$ cat src/rtl/mr_wb_sched_pkg.sv
// rtl/mr_wb_sched_pkg.sv - shared types for the execute-side write-back path
package mr_wb_sched_pkg;

  // Which execute unit owns the write-back slot of an issued instruction.
  typedef enum logic {
    WBSRC_ALU = 1'b0,
    WBSRC_LSU = 1'b1
  } e_wb_src;

endpackage

$ cat src/rtl/mr_order_fifo.sv
// rtl/mr_order_fifo.sv - generic synchronous circular FIFO, no read/write bypass
module mr_order_fifo #(
  parameter int WIDTH = 1,
  parameter int DEPTH = 4
) (
  input  logic                   clk,
  input  logic                   rst_n,
  input  logic                   push,
  input  logic                   pop,
  input  logic [WIDTH-1:0]       din,
  output logic [WIDTH-1:0]       dout,
  output logic                   full,
  output logic                   empty,
  output logic [$clog2(DEPTH):0] count
);

  localparam int PW = $clog2(DEPTH);
  localparam logic [PW:0] DEPTH_C = (PW+1)'(DEPTH);

  logic [WIDTH-1:0] mem_q [DEPTH];
  logic [WIDTH-1:0] mem_d [DEPTH];
  logic [PW-1:0]    wr_ptr_q, wr_ptr_d;
  logic [PW-1:0]    rd_ptr_q, rd_ptr_d;
  logic [PW:0]      count_q, count_d;
  logic             do_push, do_pop;

  assign full    = (count_q == DEPTH_C);
  assign empty   = (count_q == '0);
  assign count   = count_q;
  assign dout    = mem_q[rd_ptr_q];
  // Guard locally so an illegal request can never corrupt the pointers.
  assign do_push = push & ~full;
  assign do_pop  = pop & ~empty;

  always_comb begin
    mem_d    = mem_q;
    wr_ptr_d = wr_ptr_q;
    rd_ptr_d = rd_ptr_q;
    count_d  = count_q;
    if (do_push) begin
      mem_d[wr_ptr_q] = din;
      wr_ptr_d        = wr_ptr_q + 1'b1;
    end
    if (do_pop) begin
      rd_ptr_d = rd_ptr_q + 1'b1;
    end
    case ({do_push, do_pop})
      2'b10:   count_d = count_q + 1'b1;
      2'b01:   count_d = count_q - 1'b1;
      default: count_d = count_q;
    endcase
  end

  always_ff @(posedge clk) begin
    if (!rst_n) begin
      for (int i = 0; i < DEPTH; i++) begin
        mem_q[i] <= '0;
      end
      wr_ptr_q <= '0;
      rd_ptr_q <= '0;
      count_q  <= '0;
    end else begin
      mem_q    <= mem_d;
      wr_ptr_q <= wr_ptr_d;
      rd_ptr_q <= rd_ptr_d;
      count_q  <= count_d;
    end
  end

endmodule

$ cat src/rtl/mr_wb_sched.sv
// rtl/mr_wb_sched.sv - in-order write-back scheduler; grants the regfile port
// only to the unit whose tag is at the head of the issue-order queue
module mr_wb_sched
  import mr_wb_sched_pkg::*;
#(
  parameter int XLEN        = 32,
  parameter int REGSEL_BITS = 5,
  parameter int DEPTH       = 4
) (
  input  logic                   clk,
  input  logic                   rst_n,
  input  logic                   issue_valid,
  input  logic                   issue_src,
  output logic                   issue_ready,
  input  logic                   alu_wb_valid,
  output logic                   alu_wb_ready,
  input  logic [REGSEL_BITS-1:0] alu_wb_reg,
  input  logic [XLEN-1:0]        alu_wb_val,
  input  logic                   lsu_wb_valid,
  output logic                   lsu_wb_ready,
  input  logic [REGSEL_BITS-1:0] lsu_wb_reg,
  input  logic [XLEN-1:0]        lsu_wb_val,
  output logic                   wb_valid,
  output logic [REGSEL_BITS-1:0] wb_reg,
  output logic [XLEN-1:0]        wb_val,
  output logic [$clog2(DEPTH):0] outstanding,
  output logic                   order_err
);

  localparam logic [$clog2(DEPTH):0] DEPTH_C = ($clog2(DEPTH)+1)'(DEPTH);

  logic [0:0]             fifo_dout;
  logic                   fifo_full, fifo_empty;
  logic                   fifo_push, fifo_pop;
  e_wb_src                head;
  logic                   alu_acc, lsu_acc;

  logic                   wb_valid_q, wb_valid_d;
  logic [REGSEL_BITS-1:0] wb_reg_q, wb_reg_d;
  logic [XLEN-1:0]        wb_val_q, wb_val_d;
  logic                   order_err_q, order_err_d;

  mr_order_fifo #(
    .WIDTH (1),
    .DEPTH (DEPTH)
  ) u_order_fifo (
    .clk   (clk),
    .rst_n (rst_n),
    .push  (fifo_push),
    .pop   (fifo_pop),
    .din   (issue_src),
    .dout  (fifo_dout),
    .full  (fifo_full),
    .empty (fifo_empty),
    .count (outstanding)
  );

  assign head         = e_wb_src'(fifo_dout);
  assign issue_ready  = rst_n & ~fifo_full;
  assign alu_wb_ready = rst_n & ~fifo_empty & (head == WBSRC_ALU);
  assign lsu_wb_ready = rst_n & ~fifo_empty & (head == WBSRC_LSU);
  assign alu_acc      = alu_wb_valid & alu_wb_ready;
  assign lsu_acc      = lsu_wb_valid & lsu_wb_ready;
  assign fifo_push    = issue_valid & issue_ready;
  assign fifo_pop     = alu_acc | lsu_acc;

  always_comb begin
    wb_valid_d  = alu_acc | lsu_acc;
    wb_reg_d    = wb_reg_q;
    wb_val_d    = wb_val_q;
    order_err_d = order_err_q;
    if (alu_acc) begin
      wb_reg_d = alu_wb_reg;
      wb_val_d = alu_wb_val;
    end else if (lsu_acc) begin
      wb_reg_d = lsu_wb_reg;
      wb_val_d = lsu_wb_val;
    end
    // A result with no matching tag, or a push into a full queue, means
    // decode and execute have lost track of each other.
    if (((alu_wb_valid | lsu_wb_valid) & fifo_empty) | (issue_valid & ~issue_ready)) begin
      order_err_d = 1'b1;
    end
  end

  always_ff @(posedge clk) begin
    if (!rst_n) begin
      wb_valid_q  <= 1'b0;
      wb_reg_q    <= '0;
      wb_val_q    <= '0;
      order_err_q <= 1'b0;
    end else begin
      wb_valid_q  <= wb_valid_d;
      wb_reg_q    <= wb_reg_d;
      wb_val_q    <= wb_val_d;
      order_err_q <= order_err_d;
    end
  end

  assign wb_valid  = wb_valid_q;
  assign wb_reg    = wb_reg_q;
  assign wb_val    = wb_val_q;
  assign order_err = order_err_q;

  a_one_grant: assert property (@(posedge clk) !(alu_wb_ready && lsu_wb_ready));
  a_occ_bound: assert property (@(posedge clk) disable iff (!rst_n) outstanding <= DEPTH_C);

endmodule

$ cat config.mk
export PLATFORM = sky130hd
export DESIGN_NAME = mr_wb_sched
export DESIGN_NICKNAME = d
export VERILOG_FILES = /design/src/rtl/mr_wb_sched_pkg.sv /design/src/rtl/mr_order_fifo.sv /design/src/rtl/mr_wb_sched.sv
export SDC_FILE = /design/constraint.sdc
export NUM_CORES = 1
export LEC_CHECK = 0
export ABC_AREA = 1
export CORE_ASPECT_RATIO = 1.1
export CORE_MARGIN = 1.5
export CORE_UTILIZATION = 43
export CTS_CLUSTER_DIAMETER = 40
export CTS_CLUSTER_SIZE = 12
export DETAILED_ROUTE_END_ITERATION = 7
export PLACE_DENSITY = 0.91
export SYNTH_ARGS = -nofsm -noshare
export SYNTH_HDL_FRONTEND = slang
export SYNTH_SLANG_ARGS = --single-unit
$ cat constraint.sdc
create_clock -name clk -period 3 [get_ports clk]
set_input_delay 0.6 -clock clk [delete_from_list [all_inputs] [get_ports clk]]
set_output_delay 0.6 -clock clk [all_outputs]
set_load 0.005 [all_outputs]
After elaboration in Yosys (flattened, before gate mapping) --
Cells that the tools add are included.
Operators by class: equality and inequality tests 3, mux-type cells 11, magnitude comparators 3, bitwise gates (word level) 20, $add $sub $neg 4, reduce and logical (&&, ||, !) cells 4
Operators with widths (number):
- 2-to-1 mux 32 bit | 2
- AND 1 bit | 11
- 2-to-1 mux 5 bit | 2
- >= comparator 3 bit (second input constant) | 2
- NOT 2 -> 3 bit | 2
- one-hot mux 3 bit (2 select lines) | 1
- adder 2 x 1 -> 2 bit (second input constant) | 2
- bitwise mux 4 bit | 1
- NOT 1 bit | 4
- nonzero test 2 bit | 2
- adder 3 x 1 -> 3 bit (second input constant) | 1
- equality test 3 bit (second input constant) | 1
- zero test 3 bit | 1
- < comparator 3 x 1 -> 1 bit (second input constant) | 1
- 2-to-1 mux 1 bit | 3
- bitwise OR 1 bit | 3
- subtractor 3 x 1 -> 3 bit (second input constant) | 1
- binary-select mux 1 bit (select 2 bit) | 1
- demux 1 bit (select 2 bit) | 1
- equality test 2 x 1 -> 1 bit (second input constant) | 1
- equality test 2 bit (second input constant) | 1
- logical AND 1 bit | 1
Word-level totals: flip-flop bits (word level) 50, input port bits 80

Longest topological paths before layout --
Gate-level depths: netlist (run 1).
depth in word-level cells 11, gate-level depth with buffers 15, gate-level depth less buffers 14

Modules after synthesis --
A second synthesis (run 1) with hierarchy kept.
Unflattened totals: cells, all modules 432, area total of the unflattened synthesis 2675.1 um2
By module, submodules not included:
- mr_wb_sched | instances 1, area an instance 1993.2 um2, sequential area each 780.7 um2, cells each 333
- mr_order_fifo | instances 1, area an instance 681.9 um2, sequential area each 220.2 um2, cells each 99

Least setup slack after synthesis (run 1) --
Ideal clock, no wire load.
path type input to register, from input rst_n, to register u_order_fifo.count_q[2] (netlist: u_order_fifo.count[2]), setup slack 551 ps, cell stages on the path 13, buffers on the path 2, arrival 2327 ps, setup time 122 ps, path through inv_1 a21oi_1 buf_4 nand3_4 nand2_1 buf_2 ha_1 inv_1 fa_1 a21oi_1 o21ai_0 o21ai_0 a21oi_1
On the way: longest elaborated chain between the ends 7, elaborated cells between the ends (all ways) 14, those cells by class 2 x eq/ne; 1 x mux; 10 x bitwise; 1 x reduce/logical
Ends and longest elaborated chain:
- start, declared | RTL line mr_wb_sched.sv:11 | input logic rst_n,
- AND 1 bit (*) | RTL line mr_wb_sched.sv:60, mr_wb_sched.sv:61
- AND 1 bit, on equally long branches | RTL line mr_wb_sched.sv:60, mr_wb_sched.sv:61
- AND 1 bit, on equally long branches | RTL line mr_wb_sched.sv:62, mr_wb_sched.sv:63
- bitwise OR 1 bit (*) | RTL line mr_wb_sched.sv:65 | assign fifo_pop = alu_acc | lsu_acc;
- AND 1 bit (*) | RTL line mr_order_fifo.sv:33 | assign do_pop = pop & ~empty;
- named net u_order_fifo.do_pop | RTL line mr_order_fifo.sv:25 | logic do_push, do_pop;
- equality test 2 x 1 -> 1 bit / equality test 2 bit (equally long branches) | RTL line mr_order_fifo.sv:47 | case ({do_push, do_pop})
- one-hot mux 3 bit (2 select lines) / nonzero test 2 bit (equally long branches)
- end signal, assigned | RTL line mr_order_fifo.sv:66 | count_q <= count_d;
- end, declared | RTL line mr_order_fifo.sv:24 | logic [PW:0] count_q, count_d;
The timed path passes the listed nets; every way through them passes the cells marked *. A chain may end at the register's enable or synchronous reset.

Worst setup path in the final report (run 1) --
from register u_order_fifo.count_q[0] (netlist: u_order_fifo.count[0]), to output alu_wb_ready
On the way: longest elaborated chain between the ends 4
Ends and longest elaborated chain:
- zero test 3 bit | RTL line mr_order_fifo.sv:28 | assign empty = (count_q == '0);
- NOT 1 bit | RTL line mr_wb_sched.sv:60 | assign alu_wb_ready = rst_n & ~fifo_empty & (head == WBSRC_ALU);
- AND 1 bit (2 in a row) | RTL line mr_wb_sched.sv:60
- end, declared | RTL line mr_wb_sched.sv:16 | output logic alu_wb_ready,
Every way passes these cells.

==> results of run 1 <==
==> logic make-up (layout without fill, tap and decap cells) <==
family	after synthesis	after routing	synth area share, %
simple gates	297	297	46.50
buf+inv	87	193	12.94
flops	50	50	33.73
compound gates	22	22	3.752
fa+ha+maj	6	6	2.782
xor+xnor	1	1	0.2952
==> worst register-to-register path, cell delays in order, from the launching register on <==
cell	delay [ns]
dfxtp_1	0.45
inv_2	0.08
nand2_1	0.11
nand3_2	0.10
nand2_4	0.36
nand3_4	0.12
nand2_1	0.11
ha_1	0.14
inv_1	0.07
fa_1	0.38
a21oi_1	0.14
o21ai_0	0.11
o21ai_0	0.17
a21oi_1	0.05
==> routing by layer <==
| metal | global-route usage [%] | wire [um] |
|---|---|---|
| met1 | 27.23 | 3554 |
| met2 | 42.21 | 4317 |
| met3 | 3.553 | 515 |
| met4 | 7.486 | 128 |
| met5 | 0 | 0 |
==> power breakdown <==
group	internal [mW]	switching, mW
sequential	0.728	0.0352
combinational	0.318	0.289
clock	0.161	0.205
total	1.21	0.528
==> how the worst max path moves through the flow <==
stage | depth (start not counted) | start | endpoint | slack, ns
6_report | 5 | u_order_fifo.count[0]$_SDFFE_PN0P_ | alu_wb_ready | 0.31
5_1_grt | 5 | u_order_fifo.count[0]$_SDFFE_PN0P_ | alu_wb_ready | 0.15
4_1_cts | 5 | u_order_fifo.count[0]$_SDFFE_PN0P_ | alu_wb_ready | 0.32
3_5_place_dp | 12 | rst_n | u_order_fifo.count[2]$_SDFFE_PN0P_ | 0.41
3_3_place_gp | 10 | alu_wb_valid | u_order_fifo.count[2]$_SDFFE_PN0P_ | 0.49
2_1_floorplan | 13 | rst_n | u_order_fifo.count[2]$_SDFFE_PN0P_ | 0.55
==> area by class of cell <==
type | count | area (sq um)
repair buffers | 131 | 1289
multi-input cells | 326 | 1599
clock buffers | 7 | 76.32
fillers | 584 | 2359
flip-flops and latches | 50 | 1001
well taps | 82 | 102.6
inverters | 55 | 206.4
==> cell usage in the layout, fill, tap and decap left out, types with 2 or more instances in the layout <==
| master | count |
|---|---|
| nor2_1 | 80 |
| o21ai_0 | 9 |
| nand3_1 | 8 |
| clkdlybuf4s50_1 | 123 |
| clkbuf_1 | 2 |
| a21oi_1 | 11 |
| nand3b_1 | 37 |
| ha_1 | 5 |
| nand2_1 | 133 |
| dfxtp_1 | 50 |
| nand3_2 | 2 |
| buf_4 | 7 |
| nand4_1 | 35 |
| inv_1 | 54 |
| clkbuf_8 | 5 |
==> out/metrics.csv, run 1 <==
stage,metric,value,unit
status,status,completed,
detailed_routing,Routed WL,8516,um
worst_setup_path,CP arrival,2.09,ns
detailed_routing,DRC,0,
hold_path,hold wc startpoint,u_order_fifo.mem_q[3]$_SDFFE_PN0P_,
detailed_routing,DR WL/cell,13.08,um
hold_path,Worst Hold Path EP,u_order_fifo.mem_q[3]$_SDFFE_PN0P_,
detailed_routing,Via Count,3319,
detailed_routing,vias per cell,5.098,
layout,Final Util,64.44,%
floorplan,chip height,90.13,um
synthesis,number of synthesized flops with an enable pin,0,
sta,Max Clock Skew,0.004059,ns
synthesis,synthesized instance count,463,
worst_setup_path,"most used cell, CP",nor2_1,
worst_setup_path,WP buf/inv,2,
worst_setup_path,"delay-heaviest family, CP",buffers and inverters,
synthesis,post-synthesis cell type count,22,
sta,setup TNS,0,ns
power_and_ir_drop,total design power,1.735,mW
detailed_routing,DRT antenna net count,0,
sta,fin crit period,2.691,ns
detailed_routing,DR pass1 iterations,4,
clock_network,clock tree sinks,50,
sta,Peak Freq,0.3717,GHz
layout,number of flip-flops in the largest register,32,
floorplan,Starting Density,44.75,%
sta,Fin. Hold Viols,0,
clock_network,Root Driver,clkbuf_8,
power_and_ir_drop,Peak supply drop,0.2074,mV
placed_design,placed cell areas,4198,sq um
worst_setup_path,crit end category,primary output,
sta,final count of negative-setup-slack endpoints,0,
worst_setup_path,worst-path cell chain,"nor2_1, a21oi_4, inv_1, nor2_1, clkdlybuf4s50_1",
global_route,vias in the first global route,3184,
power_and_ir_drop,PD cells,406.0,nW/um^2
sta,worst setup margin,0.3095,ns
worst_setup_path,CP Launch Type,flip-flop,
synthesis,Yosys reg bits,50,
synthesis,Synth area leader,dfxtp_1,
worst_setup_path,"reg-to-reg slack, setup",0.50,ns
floorplan,Core Area,6633,sq um
hold_path,Tightest Hold Check Type,flip-flop to flip-flop,
placed_design,HPWL reported at the end of detailed placement,5734,um
synthesis,ys flop type,dfxtp_1,
synthesis,Syn Area/Cell,6.410,sq um
global_route,first-pass GRT wire length,13840,um
sta,RSZ-0062 raised after global routing,no,
worst_setup_path,Reg2Reg Capture Point,u_order_fifo.count[2]$_SDFFE_PN0P_,
global_route,antenna violations before repair,0,
floorplan,full die area,7410,sq um
synthesis,"top cells by count, synth","nand2_1, nor2_1, inv_1",
sta,period utilization,89.68,%
global_route,largest net degree at the start of global routing,78,
worst_setup_path,worst reg2reg startpoint,u_order_fifo.rd_ptr_q[0]$_SDFFE_PN0P_,
worst_setup_path,slowest cell delay on critical path,0.54,ns
sta,slew margin rel.,50.17,%
job,max cap viols,0,
synthesis,Syn Nets,549,
placed_design,post-placement cell count,644,
synthesis,most frequent cell after synthesis,nand2_1,
sta,max-slew violations,0,
clock_network,CTS resizes,0,
synthesis,sequential area share after synthesis,33.73,%
worst_setup_path,Critical Path RT,2.40,ns
floorplan,die width,82.21,um
layout,Final Cell Area,4274,sq um
layout,Post-layout nets,655,
global_route,gr ovfl total,0,
detailed_routing,initial detailed-routing violation count,135,
clock_network,Max clock buf depth,2,
layout,Final Non-Filler Cells,651,
worst_setup_path,"slowest stage cell, crit path",clkdlybuf4s50_1,
clock_network,CTS Buf Count,5,
worst_setup_path,Crit Path Category,flip-flop to primary output,
clock_network,Clock transition at path regs,0.08,ns
floorplan,I/O pin cnt,125,
sta,slew of the pin with the lowest slew margin,0.7475,ns
hold_path,worst hold path cell count,2,
placed_design,dpl ws,0.4071,ns
synthesis,Synth Cell Area,2968,sq um
synthesis,synth top area cells,"dfxtp_1, nand2_1, nor2_1",
power_and_ir_drop,static leakage,1.959,nW
clock_network,CTS tree,yes,
global_route,All-Layer GR Usage,23.40,%
layout,# diodes,0,
floorplan,FP Rows,31,
layout,area grow syn2layout,44.01,%
placed_design,IO Port Bufs,124,
synthesis,"Async S/R FF share, synth",0,%
synthesis,Synth top area share,33.73,%
layout,share of cells above drive strength 1,3.339,%
sta,Hold WS,0.4859,ns
worst_setup_path,crit-path max FO,14,
clock_network,postcts setup bufs,0,
placed_design,Final Wtd Congestion,0.8521,
clock_network,hold buffer count at cts,0,
clock_network,Skew-Pair Late Insertion Delay,0.29,ns
clock_network,htree depth,2,
worst_setup_path,FF-to-FF path depth,13,
synthesis,synth warn,0,
Power figures use the tool's default switching activity.
==> run 2, diff against run 1 <==
- CORE_UTILIZATION: 43 -> 41
- GPL_ROUTABILITY_DRIVEN: not set -> 0
- PLACE_DENSITY: 0.91 -> 0.9
- SKIP_CTS_REPAIR_TIMING: not set -> 1
- SYNTH_HIERARCHICAL: not set -> 1
==> run 2 against run 1 <==
Via count shrank 14%; critical endpoint unchanged; global-route usage is 3.5 points lower; total power shrank 9.9%; largest power group unchanged; clock skew is 0.0045 ns higher; first-iteration DRC count did not move; core utilization grew 0.16 points; die area fell by 5.3%; clock-buffer cell count fell by 1; sequential power down 2.6%; highest routed layer unchanged; critical path type is now input pin to primary output; worst setup slack got worse by 0.022 ns.
==> out/metrics.csv, run 2 <==
stage,metric,value,unit,change
status,status,completed,,unchanged
floorplan,FP Rows,30,,was 31
synthesis,Synth top area share,37.42,%,was 33.73%
sta,slew of the pin with the lowest slew margin,0.6885,ns,was 0.7475 ns
layout,Post-layout nets,632,,was 655
detailed_routing,DRC,0,,unchanged
clock_network,htree depth,2,,unchanged
worst_setup_path,Reg2Reg Capture Point,u_order_fifo/count[2]$_SDFFE_PN0P_,,was u_order_fifo.count[2]$_SDFFE_PN0P_
hold_path,worst hold path cell count,2,,unchanged
floorplan,chip height,87.72,um,was 90.13 um
clock_network,clock tree sinks,50,,unchanged
worst_setup_path,Critical Path RT,2.40,ns,about the same
worst_setup_path,Crit Path Category,input pin to primary output,,was flip-flop to primary output
worst_setup_path,worst reg2reg startpoint,u_order_fifo/rd_ptr_q[0]$_SDFFE_PN0P_,,was u_order_fifo.rd_ptr_q[0]$_SDFFE_PN0P_
synthesis,synthesized instance count,432,,was 463
sta,period utilization,90.41,%,was 89.68%
global_route,All-Layer GR Usage,19.95,%,was 23.40%
power_and_ir_drop,total design power,1.563,mW,was 1.735 mW
layout,Final Util,64.60,%,was 64.44%
global_route,most used routing layer,met2,,unchanged
synthesis,Yosys reg bits,50,,unchanged
synthesis,most frequent cell after synthesis,nor2_1,,was nand2_1
hold_path,Worst Hold Path EP,order_err$_SDFFE_PN0P_,,was u_order_fifo.mem_q[3]$_SDFFE_PN0P_
detailed_routing,initial detailed-routing violation count,135,,unchanged
worst_setup_path,CP Launch Type,input pin,,was flip-flop
sta,final count of negative-setup-slack endpoints,0,,unchanged
detailed_routing,DRT antenna net count,0,,unchanged
sta,Fin. Hold Viols,0,,unchanged
synthesis,Synth Cell Area,2675,sq um,was 2968 sq um
floorplan,I/O pin cnt,125,,unchanged
power_and_ir_drop,Peak supply drop,0.2185,mV,was 0.2074 mV
global_route,met2 usage,35.75,%,was 42.21%
global_route,gr ovfl total,0,,unchanged
layout,share of cells above drive strength 1,3.839,%,was 3.339%
global_route,antenna violations before repair,0,,unchanged
power_and_ir_drop,static leakage,1.974,nW,was 1.959 nW
placed_design,HPWL reported at the end of detailed placement,5026,um,was 5734 um
synthesis,Synth area leader,dfxtp_1,,unchanged
global_route,met1 Resource Use GR,21.53,%,was 27.23%
sta,Peak Freq,0.3687,GHz,was 0.3717 GHz
global_route,first-pass GRT wire length,11180,um,was 13840 um
detailed_routing,DR WL/cell,10.79,um,was 13.08 um
job,max cap viols,0,,unchanged
detailed_routing,Routed WL,6767,um,was 8516 um
clock_network,CTS tree,yes,,unchanged
worst_setup_path,"reg-to-reg slack, setup",0.57,ns,was 0.50 ns
global_route,global routing usage on met3,7.917,%,was 3.553%
hold_path,hold wc startpoint,order_err$_SDFFE_PN0P_,,was u_order_fifo.mem_q[3]$_SDFFE_PN0P_
power_and_ir_drop,PD cells,388.4,nW/um^2,was 406.0 nW/um^2
layout,"commonest non-fill, non-tap cell in the layout",clkdlybuf4s50_1,,was nand2_1
sta,RSZ-0062 raised after global routing,no,,unchanged
detailed_routing,vias per cell,4.553,,was 5.098
clock_network,Max clock buf depth,2,,unchanged
clock_network,Skew-Pair Late Insertion Delay,0.30,ns,was 0.29 ns
floorplan,full die area,7019,sq um,was 7410 sq um
detailed_routing,DR pass1 iterations,4,,unchanged
synthesis,ys flop type,dfxtp_1,,unchanged
layout,number of flip-flops in the largest register,32,,unchanged
layout,FILL cells,556,,was 584
clock_network,CTS Buf Count,5,,unchanged
synthesis,"top cells by count, synth","nor2_1, nand2_1, inv_1",,"was nand2_1, nor2_1, inv_1"
synthesis,number of synthesized flops with an enable pin,0,,unchanged
layout,multi-input logic area,1310,sq um,was 1599 sq um
hold_path,Tightest Hold Check Type,flip-flop to flip-flop,,unchanged
worst_setup_path,crit-path max FO,6,,was 14
global_route,vias in the first global route,2614,,was 3184
sta,Max Clock Skew,0.008589,ns,was 0.004059 ns
worst_setup_path,crit end category,primary output,,unchanged
floorplan,die width,80.02,um,was 82.21 um
layout,Final Non-Filler Cells,627,,was 651
floorplan,Core Area,6231,sq um,was 6633 sq um
synthesis,Syn Nets,518,,was 549
synthesis,sequential area share after synthesis,37.42,%,was 33.73%
layout,sequential standard cell area,1001,sq um,unchanged
global_route,largest net degree at the start of global routing,75,,was 78
sta,max-slew violations,0,,unchanged
synthesis,synth warn,6,,was 0
synthesis,"Async S/R FF share, synth",0,%,unchanged
synthesis,synth top area cells,"dfxtp_1, nor2_1, nand2_1",,"was dfxtp_1, nand2_1, nor2_1"
synthesis,post-synthesis cell type count,24,,was 22
sta,fin crit period,2.712,ns,was 2.691 ns
layout,area grow syn2layout,50.47,%,was 44.01%
layout,# diodes,0,,unchanged
synthesis,Syn Area/Cell,6.192,sq um,was 6.410 sq um
placed_design,IO Port Bufs,124,,unchanged
sta,setup TNS,0,ns,unchanged
worst_setup_path,CP arrival,2.11,ns,was 2.09 ns
floorplan,Starting Density,42.93,%,was 44.75%
layout,most frequent cells in the layout,"clkdlybuf4s50_1, nor2_1, nand2_1",,"was nand2_1, clkdlybuf4s50_1, nor2_1"
layout,Final Cell Area,4025,sq um,was 4274 sq um
placed_design,placed cell areas,3930,sq um,was 4198 sq um
detailed_routing,Via Count,2855,,was 3319
clock_network,Clock transition at path regs,0.08,ns,about the same
placed_design,post-placement cell count,619,,was 644
clock_network,Root Driver,clkbuf_8,,unchanged
sta,slew margin rel.,54.10,%,was 50.17%
worst_setup_path,FF-to-FF path depth,15,,was 13
[run 2: cell count changes after synthesis, sizes merged]
cell and delta:
nand4 -28, a21oi -7, buf -4, o21ai +35, xor2 -1, nand2 -36
clkbuf -6, nand3b -37, nor2 +41, nor3 +2, nor3b +1, inv +9
[run 2: stage by stage]
step,setup slack (ns),hold WS (ns)
2_1_floorplan,0.6154,0.4604
3_3_place_gp,0.3554,0.4583
3_5_place_dp,0.2861,0.4655
4_1_cts,0.2946,0.4910
5_1_grt,0.1916,0.5100
6_report,0.2877,0.4842
[run 2: logic make-up (layout without fill, tap and decap cells)]
| kind of cell | Yosys count | count (layout) | share of synthesized area [%] |
|---|---|---|---|
| buffers and inverters | 86 | 201 | 13.94 |
| flip-flops | 50 | 50 | 37.42 |
| AO/OA/AOI/OAI | 50 | 50 | 9.401 |
| adder cells (fa/ha/maj) | 6 | 6 | 3.087 |
| AND/OR/NAND/NOR | 240 | 240 | 36.16 |
[run 2: how the worst max path moves through the flow]
| stage | from | endpoint | cells past startpoint |
|---|---|---|---|
| global placement | rst_n | alu_wb_ready | 4 |
| finish | rst_n | alu_wb_ready | 4 |
| floorplan | u_order_fifo/rd_ptr_q[0]$_SDFFE_PN0P_ | u_order_fifo/count[2]$_SDFFE_PN0P_ | 17 |
| global route | rst_n | alu_wb_ready | 4 |
| CTS | rst_n | alu_wb_ready | 4 |
| detailed placement | rst_n | u_order_fifo/count[2]$_SDFFE_PN0P_ | 14 |
[run 2: final cells by class]
| class | instances | area share (%) |
|---|---|---|
| Clock buffer | 6 | 2.052 |
| Inverter | 64 | 5.968 |
| Sequential cell | 50 | 24.87 |
| Timing Repair Buffer | 129 | 31.77 |
| Clock inverter | 2 | 0.3108 |
| Multi-Input combinational cell | 296 | 32.55 |
| Tap cell | 80 | 2.487 |
[run 2: layer usage]
metal,part of all wire (%),routed length [um]
met1,41,2799
met2,49,3328
met3,8.0,544
met4,1.4,94
met5,0,0
[run 2: worst max-delay path, stage by stage]
cell             delay (ns)
clkdlybuf4s50_1        0.59
inv_1                  0.15
nor3_1                 0.22
clkdlybuf4s50_1        0.54
[run 2: power breakdown]
group | total [mW] | internal [mW] | switching [mW]
combinational | 0.416 | 0.234 | 0.182
sequential | 0.743 | 0.715 | 0.0283
clock | 0.404 | 0.186 | 0.218
==> run 3, diff against run 2 <==
- ABC_AREA: 1 -> not set
- CAP_MARGIN: not set -> 20
- CORE_UTILIZATION: 41 -> 40
- PLACE_DENSITY: 0.9 -> 0.91
==> run 3 against run 2 <==
Clock-buffer cell count shrank 1; fmax shrank 6.8%; die area fell by 6.4%; critical path type is now flip-flop to flip-flop; largest power group unchanged; highest routed layer unchanged.
==> out/metrics.csv, run 3 <==
stage,metric,value,unit,change
status,status,completed,,unchanged
worst_setup_path,"slowest stage cell, crit path",mux4_2,,was clkdlybuf4s50_1
synthesis,synth warn,6,,unchanged
synthesis,Synth top area share,41.07,%,was 37.42%
clock_network,Skew-Pair Late Insertion Delay,0.29,ns,was 0.30 ns
worst_setup_path,crit-path max FO,6,,unchanged
detailed_routing,DR WL/cell,14.90,um,was 10.79 um
layout,"commonest non-fill, non-tap cell in the layout",clkdlybuf4s50_1,,unchanged
synthesis,Synth Cell Area,2437,sq um,was 2675 sq um
layout,share of cells above drive strength 1,18.28,%,was 3.839%
job,max cap viols,0,,unchanged
floorplan,die width,77.43,um,was 80.02 um
global_route,vias in the first global route,2267,,was 2614
power_and_ir_drop,PD cells,401.4,nW/um^2,was 388.4 nW/um^2
synthesis,Yosys reg bits,50,,unchanged
hold_path,worst hold path cell count,2,,unchanged
floorplan,full die area,6571,sq um,was 7019 sq um
hold_path,Worst Hold Path EP,wb_val[25]$_SDFFE_PN0P_,,was order_err$_SDFFE_PN0P_
synthesis,synthesized instance count,245,,was 432
worst_setup_path,"reg-to-reg slack, setup",0.09,ns,was 0.57 ns
power_and_ir_drop,static leakage,1.296,nW,was 1.974 nW
layout,number of flip-flops in the largest register,32,,unchanged
synthesis,number of synthesized flops with an enable pin,0,,unchanged
global_route,gr ovfl total,0,,unchanged
detailed_routing,Max Used Layer,met4,,unchanged
synthesis,most frequent cell after synthesis,dfxtp_1,,was nor2_1
floorplan,Starting Density,41.72,%,was 42.93%
worst_setup_path,"most used cell, CP",inv_1,,was clkdlybuf4s50_1
worst_setup_path,Critical Path RT,3.23,ns,was 2.40 ns
worst_setup_path,FF-to-FF path depth,11,,was 15
placed_design,IO Port Bufs,124,,unchanged
worst_setup_path,worst reg2reg startpoint,u_order_fifo/rd_ptr_q[0]$_SDFFE_PN0P_,,unchanged
floorplan,I/O pin cnt,125,,unchanged
clock_network,clock tree sinks,50,,unchanged
detailed_routing,M1 wire length,2725,um,was 2799 um
worst_setup_path,WP buf/inv,2,,was 3
synthesis,Syn Area/Cell,9.948,sq um,was 6.192 sq um
clock_network,Root Driver,clkbuf_8,,unchanged
layout,Final Non-Filler Cells,449,,was 627
placed_design,post-placement cell count,441,,was 619
global_route,All-Layer GR Usage,20.32,%,was 19.95%
sta,Fin. Hold Viols,0,,unchanged
synthesis,"top cells by count, synth","dfxtp_1, inv_1, o221ai_2",,"was nor2_1, nand2_1, inv_1"
detailed_routing,DRC,0,,unchanged
sta,final count of negative-setup-slack endpoints,0,,unchanged
detailed_routing,Via Count,2301,,was 2855
hold_path,Tightest Hold Check Type,flip-flop to flip-flop,,unchanged
floorplan,FP Rows,29,,was 30
detailed_routing,DR pass1 iterations,4,,unchanged
sta,slew of the pin with the lowest slew margin,0.5356,ns,was 0.6885 ns
placed_design,HPWL reported at the end of detailed placement,5010,um,was 5026 um
worst_setup_path,Reg2Reg Capture Point,u_order_fifo/count[2]$_SDFFE_PN0P_,,unchanged
clock_network,CTS Buf Count,5,,unchanged
detailed_routing,DRT antenna net count,0,,unchanged
sta,slew margin rel.,64.10,%,was 54.10%
global_route,first-pass GRT wire length,10720,um,was 11180 um
global_route,largest net degree at the start of global routing,43,,was 75
sta,Peak Freq,0.3435,GHz,was 0.3687 GHz
detailed_routing,Routed WL,6692,um,was 6767 um
global_route,antenna violations before repair,0,,unchanged
synthesis,Syn Nets,331,,was 518
sta,period utilization,97.03,%,was 90.41%
detailed_routing,vias per cell,5.125,,was 4.553
detailed_routing,Met3 Wirelength,401,um,was 544 um
synthesis,Synth area leader,dfxtp_1,,unchanged
worst_setup_path,CP arrival,3.14,ns,was 2.11 ns
floorplan,chip height,84.87,um,was 87.72 um
detailed_routing,met2 wire length,3446,um,was 3328 um
layout,Final Util,66.10,%,was 64.60%
layout,area grow syn2layout,58.42,%,was 50.47%
worst_setup_path,Crit Path Category,flip-flop to flip-flop,,was input pin to primary output
synthesis,"Async S/R FF share, synth",0,%,unchanged
worst_setup_path,slowest cell delay on critical path,0.56,ns,was 0.59 ns
clock_network,CTS tree,yes,,unchanged
layout,# diodes,0,,unchanged
worst_setup_path,"delay-heaviest family, CP",simple AND/OR/NAND/NOR gates,,was buffers and inverters
clock_network,Clock transition at path regs,0.09,ns,was 0.08 ns
layout,most frequent cells in the layout,"clkdlybuf4s50_1, dfxtp_1, inv_1",,"was clkdlybuf4s50_1, nor2_1, nand2_1"
sta,Max Clock Skew,0.006993,ns,was 0.008589 ns
power_and_ir_drop,total design power,1.550,mW,was 1.563 mW
worst_setup_path,crit end category,flip-flop,,was primary output
layout,Post-layout nets,457,,was 632
synthesis,ys flop type,dfxtp_1,,unchanged
hold_path,hold wc startpoint,wb_val[25]$_SDFFE_PN0P_,,was order_err$_SDFFE_PN0P_
detailed_routing,initial detailed-routing violation count,89,,was 135
worst_setup_path,worst-path cell chain,"mux4_2, mux2i_1, or2_2, inv_1, nor2b_4, ha_2, inv_1, fa_1, xor2_1, or3_1, a21boi_1",,"was clkdlybuf4s50_1, inv_1, nor3_1, clkdlybuf4s50_1"
sta,max-slew violations,0,,unchanged
clock_network,Max clock buf depth,2,,unchanged
synthesis,synth top area cells,"dfxtp_1, o221ai_2, inv_1",,"was dfxtp_1, nor2_1, nand2_1"
clock_network,htree depth,2,,unchanged
worst_setup_path,CP Launch Type,flip-flop,,was input pin
power_and_ir_drop,Peak supply drop,0.2098,mV,was 0.2185 mV
sta,fin crit period,2.911,ns,was 2.712 ns
synthesis,post-synthesis cell type count,37,,was 24
floorplan,Core Area,5842,sq um,was 6231 sq um
synthesis,sequential area share after synthesis,41.07,%,was 37.42%
[run 3: cell types whose count changed after synthesis, sizes merged, moves of 4 or more]
cell / delta
o21ai: -39
o221ai: +36
o211ai: +4
nor2: -119
o31ai: +4
nand3: -11
inv: -19
buf: -6
nand2: -85
a21oi: +32
nand4: -7
[run 3: stage by stage]
stage                 TNS, ns  instance area (sq um)  setup WS (ns)  hold slack [ns]
floorplan                   0                   2437        0.08790           0.4406
global placement            0                   3739        0.05946           0.4313
detailed placement   -0.04532                   3739       -0.04532           0.4368
CTS                  -0.01508                   3847       -0.01508           0.4510
global route        -0.006351                   3861      -0.006351           0.4637
finish                      0                   3861        0.08896           0.4464
[run 3: cells by family after synthesis]
kind of cell | Yosys count | share of synthesized area, %
AO/OA/AOI/OAI | 91 | 33.52
buffers and inverters | 61 | 11.60
flip-flops | 50 | 41.07
AND/OR/NAND/NOR | 31 | 7.547
adder cells (fa/ha/maj) | 6 | 3.388
multiplexers | 4 | 2.156
XOR/XNOR | 2 | 0.7188
[run 3: area by class of cell]
| type | instances | area [sq um] |
|---|---|---|
| clock buffers | 5 | 68.82 |
| clock inverters | 3 | 40.04 |
| fillers | 474 | 1981 |
| inverters | 45 | 168.9 |
| multi-input cells | 134 | 1164 |
| flip-flops and latches | 50 | 1005 |
| well taps | 77 | 96.34 |
| repair buffers | 135 | 1319 |
[run 3: layer usage]
layer | vias up | track usage, %
li1 | 1124 | -
met1 | 1073 | 23.34
met2 | 92 | 37.88
met3 | 12 | 4.086
met4 | 0 | 5.785
met5 | - | 0
[run 3: power by group]
| part | internal [mW] | leakage [nW] | switching, mW |
|---|---|---|---|
| Combinational | 0.221 | 0.831 | 0.145 |
| Clock | 0.246 | 0.0579 | 0.213 |
| Sequential | 0.701 | 0.407 | 0.0238 |
[run 3: worst max path at each step]
stage | start | end | depth (start not counted)
finish | u_order_fifo/rd_ptr_q[0]$_SDFFE_PN0P_ | u_order_fifo/count[2]$_SDFFE_PN0P_ | 11
global route | u_order_fifo/rd_ptr_q[0]$_SDFFE_PN0P_ | u_order_fifo/count[2]$_SDFFE_PN0P_ | 11
CTS | u_order_fifo/rd_ptr_q[0]$_SDFFE_PN0P_ | u_order_fifo/count[2]$_SDFFE_PN0P_ | 11
detailed placement | alu_wb_valid | u_order_fifo/count[2]$_SDFFE_PN0P_ | 11
global placement | lsu_wb_valid | u_order_fifo/count[2]$_SDFFE_PN0P_ | 11
floorplan | u_order_fifo/rd_ptr_q[0]$_SDFFE_PN0P_ | u_order_fifo/count[2]$_SDFFE_PN0P_ | 12
[run 3: worst reg2reg max path: stages (launching register included)]
cell and delay (ns):
dfxtp_4 0.38, mux4_2 0.56, mux2i_1 0.15, or2_2 0.29
inv_1 0.08, nor2b_4 0.17, ha_2 0.21, inv_1 0.05
fa_1 0.37, xor2_1 0.15, or3_1 0.30, a21boi_1 0.14
